## src/rtl/conv_pkg.sv

```systemverilog
// Shared definitions for the 8-in / 2-out convolution engine sequencer.
// Holds the sequencer state encoding, the default engine pipeline timing
// and the engine lane counts.
package conv_pkg;

  // Sequencer states, kept as plain constants for compatibility with
  // existing code that compares against the raw encoding.
  localparam logic [2:0] ST_IDLE  = 3'd0;
  localparam logic [2:0] ST_WLOAD = 3'd1;
  localparam logic [2:0] ST_RUN   = 3'd2;
  localparam logic [2:0] ST_DRAIN = 3'd3;
  localparam logic [2:0] ST_DONE  = 3'd4;

  // Window issue -> conv_out valid, and window issue -> bias adder stage.
  localparam int LAT_DEF      = 4;
  localparam int BIAS_DLY_DEF = 2;

  // Engine geometry: one weight set covers 8 input and 2 output channels.
  localparam int IN_LANES  = 8;
  localparam int OUT_LANES = 2;

endpackage

```

## src/rtl/conv_tag_pipe.sv

```systemverilog
// conv_tag_pipe: LAT-deep tag shift register that runs alongside the
// convolution engine pipeline. A tag is entered on every window issue and
// emerges LAT cycles later together with the engine result. A tap at
// stage BIAS_DLY provides the bias enable for the engine adder stage.
// Ports:
//   clk, rst_n        clock, async active-low reset (clears all stages)
//   in_valid          window issued this cycle
//   in_first/in_last  window belongs to first / last input group
//   in_pix, in_ocp    pixel index and output pair index of the window
//   bias_tap          stage BIAS_DLY valid && first
//   out_*             stage LAT tag
module conv_tag_pipe #(
  parameter int PIX_W    = 16,
  parameter int CFG_W    = 8,
  parameter int LAT      = 4,
  parameter int BIAS_DLY = 2
) (
  input  logic             clk,
  input  logic             rst_n,
  input  logic             in_valid,
  input  logic             in_first,
  input  logic             in_last,
  input  logic [PIX_W-1:0] in_pix,
  input  logic [CFG_W-1:0] in_ocp,
  output logic             bias_tap,
  output logic             out_valid,
  output logic             out_first,
  output logic             out_last,
  output logic [PIX_W-1:0] out_pix,
  output logic [CFG_W-1:0] out_ocp
);

  logic [LAT-1:0]   v_q;
  logic [LAT-1:0]   f_q;
  logic [LAT-1:0]   l_q;
  logic [PIX_W-1:0] pix_q [LAT];
  logic [CFG_W-1:0] ocp_q [LAT];

  // Tag fields are masked with valid on entry so idle stages read as zero.
  always_ff @(posedge clk or negedge rst_n) begin
    if (!rst_n) begin
      v_q <= '0;
      f_q <= '0;
      l_q <= '0;
      for (int unsigned i = 0; i < LAT; i++) begin
        pix_q[i] <= '0;
        ocp_q[i] <= '0;
      end
    end else begin
      v_q      <= {v_q[LAT-2:0], in_valid};
      f_q      <= {f_q[LAT-2:0], in_valid & in_first};
      l_q      <= {l_q[LAT-2:0], in_valid & in_last};
      pix_q[0] <= in_valid ? in_pix : '0;
      ocp_q[0] <= in_valid ? in_ocp : '0;
      for (int unsigned i = 1; i < LAT; i++) begin
        pix_q[i] <= pix_q[i-1];
        ocp_q[i] <= ocp_q[i-1];
      end
    end
  end

  always_comb begin
    bias_tap  = v_q[BIAS_DLY-1] & f_q[BIAS_DLY-1];
    out_valid = v_q[LAT-1];
    out_first = f_q[LAT-1];
    out_last  = l_q[LAT-1];
    out_pix   = pix_q[LAT-1];
    out_ocp   = ocp_q[LAT-1];
  end

endmodule

```

## src/rtl/conv_2ch_sched.sv

```systemverilog
// conv_2ch_sched: layer sequencer for the 8-input / 2-output channel
// convolution engine. Walks output-channel pairs (outer), 8-channel input
// groups (middle) and pixels (inner); requests a weight set per
// (pair, group), meters windows from the line buffer into the engine and
// tags results so the partial-sum accumulator can merge input groups.
// Ports:
//   sclk, s_rst_n           clock, async active-low reset
//   start                   pulse, latches cfg_* when idle
//   cfg_n_pix/icg/ocp       pixels per group, input groups, output pairs
//   busy, done              layer in progress / finished and drained
//   wt_req, wt_ack          weight-set handshake for wt_ocp/wt_icg
//   win_valid, win_ready    window handshake (issue = both high)
//   bias_enable             bias for group-0 windows at the adder stage
//   out_valid, acc_first,
//   acc_last, out_pix,
//   out_ocp                 result tags aligned with engine conv_out
module conv_2ch_sched
  import conv_pkg::*;
#(
  parameter int PIX_W    = 16,
  parameter int CFG_W    = 8,
  parameter int LAT      = LAT_DEF,
  parameter int BIAS_DLY = BIAS_DLY_DEF
) (
  input  logic             sclk,
  input  logic             s_rst_n,
  input  logic             start,
  input  logic [PIX_W-1:0] cfg_n_pix,
  input  logic [CFG_W-1:0] cfg_n_icg,
  input  logic [CFG_W-1:0] cfg_n_ocp,
  output logic             busy,
  output logic             done,
  output logic             wt_req,
  input  logic             wt_ack,
  output logic [CFG_W-1:0] wt_ocp,
  output logic [CFG_W-1:0] wt_icg,
  input  logic             win_valid,
  output logic             win_ready,
  output logic             bias_enable,
  output logic             out_valid,
  output logic             acc_first,
  output logic             acc_last,
  output logic [PIX_W-1:0] out_pix,
  output logic [CFG_W-1:0] out_ocp
);

  localparam int              DW         = (LAT > 2) ? $clog2(LAT) : 1;
  localparam logic [DW-1:0]   DRAIN_LAST = DW'(LAT - 1);

  logic [2:0]       state;
  logic [PIX_W-1:0] n_pix_q;
  logic [CFG_W-1:0] n_icg_q;
  logic [CFG_W-1:0] n_ocp_q;
  logic [PIX_W-1:0] pix_cnt;
  logic [CFG_W-1:0] icg_cnt;
  logic [CFG_W-1:0] ocp_cnt;
  logic [DW-1:0]    drain_cnt;

  logic issue;
  logic pix_last;
  logic grp_first;
  logic grp_last;
  logic ocp_last;
  logic cfg_zero;

  always_comb begin
    win_ready = (state == ST_RUN) && (pix_cnt < n_pix_q);
    issue     = win_valid && win_ready;
    pix_last  = (pix_cnt == n_pix_q - PIX_W'(1));
    grp_first = (icg_cnt == '0);
    grp_last  = (icg_cnt == n_icg_q - CFG_W'(1));
    ocp_last  = (ocp_cnt == n_ocp_q - CFG_W'(1));
    cfg_zero  = (cfg_n_pix == '0) || (cfg_n_icg == '0) || (cfg_n_ocp == '0);
    busy      = (state != ST_IDLE);
    done      = (state == ST_DONE);
    wt_req    = (state == ST_WLOAD);
    wt_ocp    = ocp_cnt;
    wt_icg    = icg_cnt;
  end

  always_ff @(posedge sclk or negedge s_rst_n) begin
    if (!s_rst_n) begin
      state     <= ST_IDLE;
      n_pix_q   <= '0;
      n_icg_q   <= '0;
      n_ocp_q   <= '0;
      pix_cnt   <= '0;
      icg_cnt   <= '0;
      ocp_cnt   <= '0;
      drain_cnt <= '0;
    end else begin
      case (state)
        ST_IDLE: begin
          if (start) begin
            n_pix_q <= cfg_n_pix;
            n_icg_q <= cfg_n_icg;
            n_ocp_q <= cfg_n_ocp;
            pix_cnt <= '0;
            icg_cnt <= '0;
            ocp_cnt <= '0;
            // An empty layer still reports busy for one cycle, via DONE.
            state   <= cfg_zero ? ST_DONE : ST_WLOAD;
          end
        end
        ST_WLOAD: begin
          if (wt_ack) begin
            pix_cnt <= '0;
            state   <= ST_RUN;
          end
        end
        ST_RUN: begin
          if (issue) begin
            pix_cnt <= pix_cnt + PIX_W'(1);
            if (pix_last) begin
              drain_cnt <= '0;
              state     <= ST_DRAIN;
            end
          end
        end
        ST_DRAIN: begin
          // Weights stay put until the last window of the group leaves
          // the engine, LAT cycles after its issue.
          if (drain_cnt == DRAIN_LAST) begin
            pix_cnt <= '0;
            if (grp_last) begin
              icg_cnt <= '0;
              if (ocp_last) begin
                state <= ST_DONE;
              end else begin
                ocp_cnt <= ocp_cnt + CFG_W'(1);
                state   <= ST_WLOAD;
              end
            end else begin
              icg_cnt <= icg_cnt + CFG_W'(1);
              state   <= ST_WLOAD;
            end
          end else begin
            drain_cnt <= drain_cnt + DW'(1);
          end
        end
        ST_DONE: state <= ST_IDLE;
        default: state <= ST_IDLE;
      endcase
    end
  end

  conv_tag_pipe #(
    .PIX_W    (PIX_W),
    .CFG_W    (CFG_W),
    .LAT      (LAT),
    .BIAS_DLY (BIAS_DLY)
  ) u_tag_pipe (
    .clk       (sclk),
    .rst_n     (s_rst_n),
    .in_valid  (issue),
    .in_first  (grp_first),
    .in_last   (grp_last),
    .in_pix    (pix_cnt),
    .in_ocp    (ocp_cnt),
    .bias_tap  (bias_enable),
    .out_valid (out_valid),
    .out_first (acc_first),
    .out_last  (acc_last),
    .out_pix   (out_pix),
    .out_ocp   (out_ocp)
  );

endmodule
```

## config.mk

```make
export PLATFORM = sky130hd
export DESIGN_NAME = conv_2ch_sched
export DESIGN_NICKNAME = d
export VERILOG_FILES = /design/src/rtl/conv_pkg.sv /design/src/rtl/conv_tag_pipe.sv /design/src/rtl/conv_2ch_sched.sv
export SDC_FILE = /design/constraint.sdc
export NUM_CORES = 1
export LEC_CHECK = 0
export BUFFER_PORTS_ARGS = -buffer_cell sky130_fd_sc_hd__buf_2
export CAP_MARGIN = 40
export CORE_ASPECT_RATIO = 1.2
export CORE_MARGIN = 5
export CORE_UTILIZATION = 55
export CTS_CLUSTER_SIZE = 14
export DETAILED_ROUTE_END_ITERATION = 6
export PLACE_DENSITY = 0.75
export SETUP_SLACK_MARGIN = 0.15
export SLEW_MARGIN = 20
export SYNTH_ARGS = -nofsm -noshare
export SYNTH_HDL_FRONTEND = slang
export SYNTH_SLANG_ARGS = --single-unit
```

## constraint.sdc

```tcl
create_clock -name sclk -period 3.3 [get_ports sclk]
set_clock_uncertainty 0.15 [all_clocks]
set_input_delay 0.165 -clock sclk [delete_from_list [all_inputs] [get_ports sclk]]
set_output_delay 0.165 -clock sclk [all_outputs]
set_load 0.02 [all_outputs]
```

# Yosys cells after proc, flatten, opt, wreduce, memory -nomap -nowiden
# Index checks and enable logic that the tools add are counted.
# Widths: inputs -> output; s select.
# op_classes
n_addsub,7
mul,0
div_mod_pow,0
magnitude_cmp,1
eq_ne,16
shift,0
muxes,28
bitwise_logic,3
n_reduce_logical,19
# ops
op,count
$mux 16,5
$pmux 16 s4,1
$mux 8,7
$pmux 8 s2,2
$logic_not 8->1,3
$mux 3,8
$add 16x1->16 const B,1
$add 8x1->8 const B,2
$eq 16x16->1,1
$eq 8x8->1,2
$logic_not 16->1,1
$lt 16x16->1,1
$sub 16x1->16 const B,1
$sub 8x1->8 const B,2
$reduce_and 5->1,3
$pmux 3 s4,1
$ne 2x2->1 const B,5
$eq 3x2->1 const B,2
$mux 2,3
$ne 2x1->1 const B,3
$pmux 2 s2,1
$reduce_and 4->1,1
$reduce_bool 2->1,2
$reduce_bool 4->1,1
11 further kinds,15
# word_totals
regBits,177
latchBits,0
ram_bits,0
mem_bits_ro,0
in_bits,37
mem_count,0

# Depth between registers and ports, before layout
# logic_depth
ltp_word,6
depth_mapped,10

# Cells and area by module
# A second synthesis with hierarchy kept.
# unflattened
hier_cells,743
hier_area_um2,7935.1
# by_module_without_submodules
module,n_inst,cells_each,area_each_um2,seq_area_each_um2
conv_2ch_sched,1,582,4835.9,1726.7
conv_tag_pipe,1,161,3099.2,2702.6

# Worst setup path before layout
# Ideal clock, no wire load.
# synth_path
path_kind,register to register
start,register pix_cnt[15]
end,register pix_cnt[8]
arrival_ps,2412
required_ps,3071
setup_slack_ps,659
stages_incl_launch_ff,9
n_path_buf,0
cell_sequence,dfrtp_1 > ha_1 > and4_1 > a2111oi_4 > nand2_1 > nor3b_4 > nor2_2 > or4_1 > a21oi_1
# synth_between
elab_chain_cells,5
# synth_lines
element,line_no,source
"start, declared",conv_2ch_sched.sv:54,logic [PIX_W-1:0] pix_cnt;
"start signal, assigned",conv_2ch_sched.sv:113,pix_cnt <= pix_cnt + PIX_W'(1);
$lt 16x16->1,conv_2ch_sched.sv:67,win_ready = (state == ST_RUN) && (pix_cnt < n_pix_q);
$logic_and 1x1->1,conv_2ch_sched.sv:67,
$logic_and 1x1->1,conv_2ch_sched.sv:68,issue = win_valid && win_ready;
$ne 2x1->1 (no source line),n/a,
$reduce_and 5->1 (no source line),n/a,
# No other way between the ends.
# A chain may end at the register's enable or synchronous reset.

# Final worst setup path
# layout_path
start,register n_icg_q[0]
end,"register ocp_cnt[4], in the netlist wt_ocp[4]"
# layout_between
elab_chain_cells,4
# layout_lines
element,line_no,source
"start, declared",conv_2ch_sched.sv:52,logic [CFG_W-1:0] n_icg_q;
"start signal, assigned",conv_2ch_sched.sv:96,n_icg_q <= cfg_n_icg;
$sub 8x1->8,conv_2ch_sched.sv:71,grp_last = (icg_cnt == n_icg_q - CFG_W'(1));
$eq 8x8->1,conv_2ch_sched.sv:71,
$ne 2x1->1 (no source line),n/a,
$reduce_and 5->1 (no source line),n/a,
"end signal, assigned",conv_2ch_sched.sv:130,ocp_cnt <= ocp_cnt + CFG_W'(1);
"end, declared",conv_2ch_sched.sv:56,logic [CFG_W-1:0] ocp_cnt;
# No other way between the ends.

==> reports/metrics.csv <==
metric,value,unit
outcome,finished clean,
die area,16540,sq um
number of enable-type register cells in the synthesized netlist,0,
routed wirelength normalized by instance count,16.04,um
most frequent standard cell in the layout excluding fill and tap cells,sky130_fd_sc_hd__dfrtp_1,
clock edge transition at the registers on the reported setup and hold paths,70,ps
Via Count,5478,
cell count after synthesis,707,
detailed router's first-iteration violation count,411,
Register-to-Register Setup Slack,460,ps
RSZ-0062 raised after global routing,no,
share of Yosys cell area claimed by the top area cell type,57.26,%
antenna cell count,0,
Worst Setup Start Kind,register,
proportion of register bits with asynchronous set or reset after synthesis,100.0,%
type of the worst min-delay path,in -> reg,
number of endpoints failing setup at the final stage,0,
global-route wire length before repair,27.49,mm
mean instance size in the synthesized netlist,10.94,sq um
biggest fanout along the worst timing path,12,
hold path startpoint,start,
worst r2r src,n_icg_q[0],
Post-CTS Setup Repair Bufs,0,
Hold Buf Count CTS,34,
area taken by flip-flops and latches,4429,sq um
depth of the worst register-to-register path,9,
Cell Pwr Density,774.8,nW/um^2
Worst IR Drop VDD,0.3878,mV
required time at the endpoint of the critical path,3450,ps
main flop type after synthesis,sky130_fd_sc_hd__dfrtp_1,
worst-case clock buffer depth,2,
nets in the synthesized netlist,768,
Boundary Pins,85,
post-synthesis sequential element count,177,
row count,47,
Die X-Extent,118.3,um
type of the worst setup path,reg -> reg,
cell accounting for the most synthesized area,sky130_fd_sc_hd__dfrtp_1,
Total Routed Length,15.86,mm
Sinks on Clock Net,177,
share of cells above drive strength 1,16.50,%
type of element capturing the critical path,register,
design area,9119,sq um
grt total ovfl,0,
Placeable Area,13820,sq um
Max H-tree Level,4,
clock insertion delay at the later pin of the skew report,420,ps
number of nets at the end of the flow,868,
final number of max-transition violations,0,
Yosys Warn Count,0,
number of CTS-inserted buffers,17,
total placed cells including tap cells,925,
number of detailed-routing iterations run before antenna repair,5,
post-synth cell types,60,
Avg Vias per Cell,5.539,
weighted congestion reported at the end of routability-driven placement,0.8450,
hold path cells,4,
"commonest non-fill, non-tap cells in the layout","sky130_fd_sc_hd__dfrtp_1 (177), sky130_fd_sc_hd__buf_2 (83), sky130_fd_sc_hd__nand2_1 (81), sky130_fd_sc_hd__o21ai_0 (40)",
vertical extent of the die,139.9,um
total power after layout,7065,uW
max-cap violation count,0,
placement-stage cell area,8177,sq um
total routing usage reported by global routing,20.29,%
master cell of the clock root buffer,sky130_fd_sc_hd__clkbuf_16,
Slew Limit Headroom,46.28,%
sequential-to-total area share from yosys stat,57.26,%
initial core utilization,55.97,%
cell area after synthesis,7735,sq um
post-route fraction of the period consumed by the critical path,85.92,%
maximum clock rate,0.3527,GHz
Filler Cell Count,1034,
via count of the first global-routing pass,5618,
Static Leak,0.004506,uW
Fin. Hold Viols,0,
final worst path period need,2835,ps
count of input and output buffers,84,
setup TNS,0,ps
Remaining DRCs,0,
worst reg2reg endpoint,wt_ocp[4],
HPWL Detailed,11.00,mm
Post-Layout Cell Count,989,
TritonCTS clock tree,yes,
Worst Tran Pin Value,799.6,ps
number of nets with antenna violations after detailed routing,0,
Hold Path Sink,wt_ocp[3],
count of cells resized by post-cts repair,0,
synth-to-layout area growth,17.89,%
multi-input gate area in the final layout,2915,sq um
number of antenna violations at the first check in global routing,0,
Synth area leaders,"sky130_fd_sc_hd__dfrtp_1 (57%), sky130_fd_sc_hd__nand2_1 (3.9%), sky130_fd_sc_hd__ha_1 (3.9%), sky130_fd_sc_hd__xnor2_1 (3.4%), sky130_fd_sc_hd__and2_1 (2.6%)",
pin count of the biggest net entering global routing,78,
CP arrival,2990,ps
## registers in the layout, summed over array words and instances (netlist names)
register,cells
pix_cnt,16
u_tag_pipe.ocp_q,24
u_tag_pipe.f_q,4
n_icg_q,8
state,3
u_tag_pipe.out_pix,16
wt_ocp,8
u_tag_pipe.out_ocp,8
n_ocp_q,8
wt_icg,8
u_tag_pipe.l_q,4
n_pix_q,16
drain_cnt,2
u_tag_pipe.pix_q,48
u_tag_pipe.v_q,4
## metal layers
metal	GRT usage, %	up-vias	share of wire (%)
met2	34.16	147	52
met1	26.48	2674	42
met3	4.476	16	4.6
li1	-	2641	-
met4	6.039	0	1.2
met5	0	-	0
## worst max-delay path, cell delays in order, from the launching register on
cell	delay, ps
sky130_fd_sc_hd__dfrtp_1	420
sky130_fd_sc_hd__inv_1	100
sky130_fd_sc_hd__ha_1	210
sky130_fd_sc_hd__and2_1	170
sky130_fd_sc_hd__nor4b_1	240
sky130_fd_sc_hd__a31oi_1	130
sky130_fd_sc_hd__o41a_1	500
sky130_fd_sc_hd__a31oi_2	440
sky130_fd_sc_hd__a31oi_1	150
sky130_fd_sc_hd__a41o_1	220
## cell type report
type / instances / area share [%]
sequential: 177 / 48.57
multi-input combinational: 451 / 31.97
timing repair buffer: 127 / 9.152
clock buffer: 17 / 4.665
tap: 171 / 2.346
clock inverter: 13 / 1.935
inverter: 33 / 1.358
## synth_stat cells, types with 4 or more instances
cell type	instances
sky130_fd_sc_hd__nand2b_1	4
sky130_fd_sc_hd__dfrtp_1	177
sky130_fd_sc_hd__clkbuf_1	18
sky130_fd_sc_hd__nor2_1	34
sky130_fd_sc_hd__ha_1	24
sky130_fd_sc_hd__buf_4	26
sky130_fd_sc_hd__nand3_1	20
sky130_fd_sc_hd__o31ai_1	4
sky130_fd_sc_hd__and3_1	10
sky130_fd_sc_hd__o21ai_0	40
sky130_fd_sc_hd__a31oi_1	7
sky130_fd_sc_hd__nand4_1	16
sky130_fd_sc_hd__nor3_1	13
sky130_fd_sc_hd__or3_1	6
sky130_fd_sc_hd__xnor2_1	30
sky130_fd_sc_hd__and2_1	32
sky130_fd_sc_hd__inv_1	33
sky130_fd_sc_hd__nand2_1	81
sky130_fd_sc_hd__and4_1	4
sky130_fd_sc_hd__xor2_1	21
sky130_fd_sc_hd__nor4_1	13
sky130_fd_sc_hd__a21oi_1	23
sky130_fd_sc_hd__nor2b_1	6
sky130_fd_sc_hd__o2111ai_1	6
## metrics by stage
stage                     utilization (%)  hold WS [ps]  setup WS (ps)
after floorplan                         -        -280.6          659.3
after global routing                65.98         138.0          239.3
after detailed placement            59.17         89.72          511.1
after CTS                           65.98         114.8          487.5
final                               65.98         128.7          464.7
after global placement              59.17         81.31          567.3
## cells by family after synthesis
logic type | Yosys count | synth area share [%]
buffers and inverters | 79 | 5.128
flip-flops | 177 | 57.26
AO/OA/AOI/OAI | 112 | 9.674
XOR/XNOR | 51 | 5.775
multiplexers | 3 | 0.3882
AND/OR/NAND/NOR | 261 | 17.89
adder cells (fa/ha/maj) | 24 | 3.882
## where the power goes
| group | switching (uW) | total (uW) | internal, uW |
|---|---|---|---|
| Clock | 841 | 2040 | 1200 |
| Sequential | 404 | 2890 | 2490 |
| Combinational | 1290 | 2130 | 840 |
| Total | 2530 | 7070 | 4530 |
## worst max-delay path by stage
stage / start / endpoint
2_1_floorplan: pix_cnt[15] / pix_cnt[8]
3_3_place_gp: n_pix_q[14] / pix_cnt[12]
3_5_place_dp: n_icg_q[0] / wt_ocp[4]
4_1_cts: n_pix_q[14] / pix_cnt[12]
5_1_grt: n_icg_q[0] / wt_ocp[4]
6_report: n_icg_q[0] / wt_ocp[4]
(Power assumes the default switching activity.)
